## src/rtl/wrr_arbiter_if.sv

```systemverilog
// Request/grant bundle between requesters, the weighted round-robin arbiter and
// the downstream consumer. The arbiter side uses the slave modport.
interface wrr_arbiter_if #(
    parameter int REQ_WIDTH = 16,
    parameter int WEIGHT_W  = 4
);
    localparam int IDX_W = $clog2(REQ_WIDTH);

    logic [1:0]                  mode;
    logic [REQ_WIDTH*WEIGHT_W-1:0] weight;
    logic [REQ_WIDTH-1:0]        req;
    logic [REQ_WIDTH-1:0]        last;
    logic                        gnt_ready;
    logic [REQ_WIDTH-1:0]        gnt;
    logic                        gnt_valid;
    logic [IDX_W-1:0]            gnt_port;
    logic [WEIGHT_W-1:0]         credit;

    modport slave (
        input  mode, weight, req, last, gnt_ready,
        output gnt, gnt_valid, gnt_port, credit
    );

    modport master (
        output mode, weight, req, last, gnt_ready,
        input  gnt, gnt_valid, gnt_port, credit
    );
endinterface

```

## src/rtl/wrr_arbiter.sv

```systemverilog
// Registered arbiter with transaction locking, per-requester weights and a
// run-time choice of fixed priority, round robin or weighted round robin.
module wrr_arbiter #(
    parameter int REQ_WIDTH = 16,
    parameter int WEIGHT_W  = 4
) (
    input  logic         clk,
    input  logic         rst_n,
    wrr_arbiter_if.slave bus
);
    localparam int IDX_W = $clog2(REQ_WIDTH);
    localparam logic [IDX_W-1:0]     LAST_IDX   = IDX_W'(REQ_WIDTH - 1);
    localparam logic [REQ_WIDTH-1:0] ONE_HOT0   = REQ_WIDTH'(1);
    localparam logic [1:0]           MODE_FIXED = 2'd0;
    localparam logic [1:0]           MODE_WRR   = 2'd2;

    typedef enum logic {
        S_IDLE = 1'b0,
        S_LOCK = 1'b1
    } state_t;

    // Returns {found, index} of the first request at or above ptr, wrapping.
    // Walking downwards lets the closest candidate overwrite the others.
    function automatic logic [IDX_W:0] find_first(
        input logic [REQ_WIDTH-1:0] r,
        input logic [IDX_W-1:0]     ptr
    );
        logic [IDX_W:0] cand;
        logic [IDX_W:0] result;
        result = '0;
        for (int k = REQ_WIDTH - 1; k >= 0; k--) begin
            cand = {1'b0, ptr} + (IDX_W+1)'(k);
            if (cand >= (IDX_W+1)'(REQ_WIDTH)) begin
                cand = cand - (IDX_W+1)'(REQ_WIDTH);
            end
            if (r[cand[IDX_W-1:0]]) begin
                result = {1'b1, cand[IDX_W-1:0]};
            end
        end
        return result;
    endfunction

    state_t               r_state, w_state_next;
    logic [REQ_WIDTH-1:0] r_gnt, w_gnt_next;
    logic [IDX_W-1:0]     r_port, w_port_next;
    logic [IDX_W-1:0]     r_ptr, w_ptr_next;
    logic [WEIGHT_W-1:0]  r_credit, w_credit_next;
    logic [1:0]           r_mode, w_mode_next;

    logic                 w_locked;
    logic                 w_owner_req;
    logic                 w_txn_end;
    logic                 w_keep;
    logic                 w_release;
    logic                 w_arb;
    logic [IDX_W-1:0]     w_port_inc;
    logic [IDX_W-1:0]     w_search_ptr;
    logic [IDX_W:0]       w_pick;
    logic                 w_found;
    logic [IDX_W-1:0]     w_win;
    logic [WEIGHT_W-1:0]  w_win_weight;
    logic [WEIGHT_W-1:0]  w_win_credit;

    assign w_locked    = (r_state == S_LOCK);
    assign w_owner_req = bus.req[r_port];
    assign w_txn_end   = w_locked && w_owner_req && bus.gnt_ready && bus.last[r_port];
    // r_mode is the mode captured when this grant was issued
    assign w_keep      = w_txn_end && (r_mode == MODE_WRR) && (r_credit > WEIGHT_W'(1));
    assign w_release   = (w_txn_end && !w_keep) || (w_locked && !w_owner_req);
    assign w_arb       = !w_locked || w_release;

    assign w_port_inc   = (r_port == LAST_IDX) ? '0 : r_port + 1'b1;
    assign w_ptr_next   = (w_release && (r_mode != MODE_FIXED)) ? w_port_inc : r_ptr;
    assign w_search_ptr = (bus.mode == MODE_FIXED) ? '0 : w_ptr_next;
    assign w_pick       = find_first(bus.req, w_search_ptr);
    assign w_found      = w_pick[IDX_W];
    assign w_win        = w_pick[IDX_W-1:0];
    assign w_win_weight = bus.weight[w_win*WEIGHT_W +: WEIGHT_W];
    assign w_win_credit = (w_win_weight == '0) ? WEIGHT_W'(1) : w_win_weight;

    always_comb begin
        w_state_next  = r_state;
        w_gnt_next    = r_gnt;
        w_port_next   = r_port;
        w_credit_next = r_credit;
        w_mode_next   = r_mode;
        if (w_keep) begin
            w_credit_next = r_credit - 1'b1;
        end else if (w_arb) begin
            if (w_found) begin
                w_state_next  = S_LOCK;
                w_gnt_next    = ONE_HOT0 << w_win;
                w_port_next   = w_win;
                w_credit_next = w_win_credit;
                w_mode_next   = bus.mode;
            end else begin
                w_state_next  = S_IDLE;
                w_gnt_next    = '0;
                w_port_next   = '0;
                w_credit_next = '0;
            end
        end
    end

    always_ff @(posedge clk or negedge rst_n) begin
        if (!rst_n) begin
            r_state  <= S_IDLE;
            r_gnt    <= '0;
            r_port   <= '0;
            r_ptr    <= '0;
            r_credit <= '0;
            r_mode   <= '0;
        end else begin
            r_state  <= w_state_next;
            r_gnt    <= w_gnt_next;
            r_port   <= w_port_next;
            r_ptr    <= w_ptr_next;
            r_credit <= w_credit_next;
            r_mode   <= w_mode_next;
        end
    end

    assign bus.gnt       = r_gnt;
    assign bus.gnt_valid = |r_gnt;
    assign bus.gnt_port  = r_port;
    assign bus.credit    = r_credit;
endmodule

```

## src/flat_wrapper.sv

```systemverilog
// flat-port wrapper written by rule: the top's interface ports become plain ports
module wrr_arbiter_flat 
#(
    parameter int REQ_WIDTH = 16,
    parameter int WEIGHT_W  = 4
)
  (clk, rst_n, bus_mode, bus_weight, bus_req, bus_last, bus_gnt_ready, bus_gnt, bus_gnt_valid, bus_gnt_port, bus_credit);
  wrr_arbiter_if #(.REQ_WIDTH(REQ_WIDTH), .WEIGHT_W(WEIGHT_W)) bus_i ();
  input  logic clk;
  input  logic rst_n;
  input wire logic [$bits(bus_i.mode)-1:0] bus_mode;
  input wire logic [$bits(bus_i.weight)-1:0] bus_weight;
  input wire logic [$bits(bus_i.req)-1:0] bus_req;
  input wire logic [$bits(bus_i.last)-1:0] bus_last;
  input wire logic [$bits(bus_i.gnt_ready)-1:0] bus_gnt_ready;
  output wire logic [$bits(bus_i.gnt)-1:0] bus_gnt;
  output wire logic [$bits(bus_i.gnt_valid)-1:0] bus_gnt_valid;
  output wire logic [$bits(bus_i.gnt_port)-1:0] bus_gnt_port;
  output wire logic [$bits(bus_i.credit)-1:0] bus_credit;
  assign bus_i.mode = bus_mode;
  assign bus_i.weight = bus_weight;
  assign bus_i.req = bus_req;
  assign bus_i.last = bus_last;
  assign bus_i.gnt_ready = bus_gnt_ready;
  assign bus_gnt = bus_i.gnt;
  assign bus_gnt_valid = bus_i.gnt_valid;
  assign bus_gnt_port = bus_i.gnt_port;
  assign bus_credit = bus_i.credit;
  wrr_arbiter #(.REQ_WIDTH(REQ_WIDTH), .WEIGHT_W(WEIGHT_W)) u_core (.clk(clk), .rst_n(rst_n), .bus(bus_i));
endmodule
```

## config.mk

```make
export PLATFORM = sky130hd
export DESIGN_NAME = wrr_arbiter_flat
export DESIGN_NICKNAME = d
export VERILOG_FILES = /design/src/rtl/wrr_arbiter_if.sv /design/src/rtl/wrr_arbiter.sv /design/src/flat_wrapper.sv
export SDC_FILE = /design/constraint.sdc
export NUM_CORES = 1
export LEC_CHECK = 0
export BUFFER_PORTS_ARGS = -buffer_cell sky130_fd_sc_hd__buf_2
export CORE_ASPECT_RATIO = 0.6
export CORE_MARGIN = 4
export CORE_UTILIZATION = 55
export CTS_CLUSTER_SIZE = 16
export DETAILED_ROUTE_END_ITERATION = 6
export HOLD_SLACK_MARGIN = 0.15
export PLACE_DENSITY_LB_ADDON = 0.05
export SYNTH_ARGS = -nofsm -noshare
export SYNTH_HDL_FRONTEND = slang
export SYNTH_SLANG_ARGS = --single-unit
```

## constraint.sdc

```tcl
create_clock -name clk -period 14.6 [get_ports clk]
set_input_delay 2.92 -clock clk [delete_from_list [all_inputs] [get_ports clk]]
set_output_delay 2.92 -clock clk [all_outputs]
set_load 0.02 [all_outputs]
```

==> impl_metrics.py <==
metrics = {
    "detailed_routing": {
        "drt-wirelength-per-cell_um": 23.7,
        "ant_nets": 0,
        "drc": 49,
        "vias_per_cell": 7.25,
        "first_iter_violations": 1168,
        "firstDrtPassIters": 7,
        "routed_wl_um": 22200,
        "vias": 6811,
    },
    "setup_path": {
        "slowest_delay_ns": 0.65,
        "path_buf_inv": 5,
        "slowest_stage": "nor4b_1",
        "worstReg2RegEnd": "u_core.bus.credit[0]",
        "crit_family": "compound AO/OA/AOI/OAI gates",
        "reg2regPathDepth": 24,
        "rrSetupSlack_ns": 6.54,
        "cp.required_ns": 14.75,
        "endpoint_kind": "register",
        "arrival_ns": 9.96,
        "crit_type": "input port to register",
        "crit_fanout": 37,
        "start_kind": "input port",
        "crit_top_cell": "mux2i_1",
        "timing.rr.start": "u_core.bus.gnt_port[2]",
    },
    "final_layout": {
        "antennaDiodeCount": 0,
        "drive_above_1_share": 0.241,
        "finalNetCount": 919,
        "stdcell_count": 940,
        "area_growth_syn_to_layout_pct": 15.0,
        "final_cell_mix": "buf_2, nand2_1, mux2i_1, nor2_1, o21ai_0",
        "final_common_cell": "buf_2",
    },
    "synth": {
        "syn_area_um2": 5460,
        "ys_top_cells_by_area": "dfrtp_1, mux2i_1, nand2_1",
        "synth_seq_cells": 31,
        "synth_largest_area_cell": "dfrtp_1",
        "synth_top_flop_cell": "dfrtp_1",
        "synth_top_family_by_area": "compound AO/OA/AOI/OAI gates",
        "synth-simple-area-share": 0.225,
        "synth_top_area_share": 0.142,
        "synth_adder_area_share": 0.0206,
        "ys_types": 79,
        "synth_edf_count": 0,
        "postSynthCellCount": 706,
        "yosysSeqAreaShare": 0.142,
        "synthArstFlopShare": 1.00,
        "synth_compound_area_frac": 0.322,
        "syn_nets": 816,
        "synth-xor-area-share": 0.0174,
        "yosysWarnings": 0,
        "syn_area_per_cell_um2": 7.74,
        "synth.area.mux_share": 0.219,
    },
    "die": {
        "die_w_um": 137,
        "ios": 126,
        "core_um2": 9430,
        "initial_utilization": 0.580,
        "dieArea_um2": 11600,
        "die_h_um": 85.2,
        "std_cell_rows": 27,
    },
    "clocking": {
        "cts_tree": "done",
        "cts_max_level": 2,
        "ctsResizeCount": 0,
        "clock-root-buffer": "clkbuf_16",
        "numCtsBuffers": 5,
        "cts.hold.buffers_added": 0,
        "clock_latency_ns": 0.28,
        "clock_sinks": 31,
        "clock_path_buffers": 2,
        "path_clk_slew_ns": 0.05,
        "cts_setup_buffers": 0,
    },
    "sta": {
        "setup_viol": 0,
        "period_minus_slack_ns": 9.81,
        "tns_ns": 0,
        "slew_headroom": 0.439,
        "worst_slew_pin_slew_ns": 0.841,
        "max_freq_mhz": 102,
        "final_max_slew_viol_count": 0,
        "clock_skew_ns": 0.00253,
        "finalCritPeriodShare": 0.672,
        "finalHoldViolCount": 0,
        "rsz0062_at_grt": "false",
    },
    "global_routing": {
        "antenna_found_initial": 0,
        "grt_first_pass_wirelength_um": 34000,
        "grt_start_max_net_pins": 38,
        "grt_pass1_vias": 6165,
        "grt_use_total": 0.368,
        "overflow": 0,
    },
    "hold_path": {
        "holdCritStartpoint": "u_core.bus.gnt[13]",
        "worst_hold_path.num_cells": 2,
        "hp-class": "register to register",
        "min_to": "u_core.bus.gnt[13]",
    },
    "status": {
        "violations": "design-rule violations",
        "outcome": "complete, but fails checks",
    },
    "placement": {
        "dp_cells": 932,
        "gp_congestion": 1.08,
        "hpwl_um": 17500,
        "port-buffer-count": 125,
    },
    "flow_run": {
        "cap_violations": 0,
    },
}
-- area by class of cell --
| type | count | area (um^2) |
|---|---|---|
| Multi-Input combinational cell | 614 | 4410 |
| Fill cell | 799 | 3140 |
| Sequential cell | 31 | 776 |
| Timing Repair Buffer | 133 | 686 |
| Tap cell | 130 | 163 |
| Clock buffer | 8 | 156 |
| Inverter | 24 | 90.1 |
-- cells in the mapped netlist, types with 9 or more instances --
cell type  instances
mux4_2            14
mux2_2            12
and2_1            11
a22oi_1           16
inv_1             21
nand3_1           18
nor2_1            56
dfrtp_1           31
clkbuf_1          22
o21ai_0           45
a31oi_1            9
nand2_1           91
a21o_1            16
or3_1             10
xnor2_1            9
mux2i_1           71
ha_1               9
o211ai_1           9
a21oi_1           25
nand4_1           19
-- sequential cells by signal (all words and copies together) (netlist names) --
register and count:
u_core.bus.gnt 16, u_core.bus.credit 4, u_core.bus.gnt_port 4, u_core.r_ptr 4
u_core.r_mode 2, u_core.r_state 1
-- metrics by stage --
step            util  hold slack, ns  instance area [um^2]  setup WS, ns
2_1_floorplan      -           0.497                  5460          5.98
3_3_place_gp   0.650           0.483                  6130          4.91
3_5_place_dp   0.650           0.489                  6130          4.80
4_1_cts        0.667           0.504                  6280          5.08
5_1_grt        0.667           0.551                  6280          4.47
6_report       0.667           0.504                  6280          4.79
-- cell families (layout without fill, tap and decap cells) --
kind of cell | count (synthesis) | count (layout)
simple gates | 255 | 255
compound gates | 240 | 240
mux | 100 | 100
buf+inv | 61 | 165
flops | 31 | 31
xor+xnor | 10 | 10
fa+ha+maj | 9 | 9
-- metal layers --
metal  wire length [um]  part of all wire  global-route usage
met1               9170              0.41               0.536
met5                  0                 0                   0
met3               3800              0.17               0.124
met4                633             0.028              0.0823
met2               8630              0.39               0.521
-- worst min-delay path: cells and delay by family, from the launching register on --
family	cells	cell delay, ns
flops	1	0.35
compound gates	1	0.06
simple gates	1	0.05
-- how the worst max path moves through the flow --
stage / startpoint / endpoint / slack (ns) / cells past startpoint
after global routing: bus_req[14] / u_core.bus.credit[1] / 4.47 / 25
after global placement: bus_req[14] / u_core.bus.credit[2] / 4.91 / 25
after floorplan: bus_req[15] / u_core.bus.credit[0] / 5.98 / 25
final: bus_req[14] / u_core.bus.credit[0] / 4.79 / 25
after CTS: bus_req[14] / u_core.bus.credit[1] / 5.08 / 25
after detailed placement: bus_req[14] / u_core.bus.credit[1] / 4.80 / 25
Power is left out: the tool's default activity adds up to more than one toggle a clock period on the data nets, which glitch-free logic cannot reach.
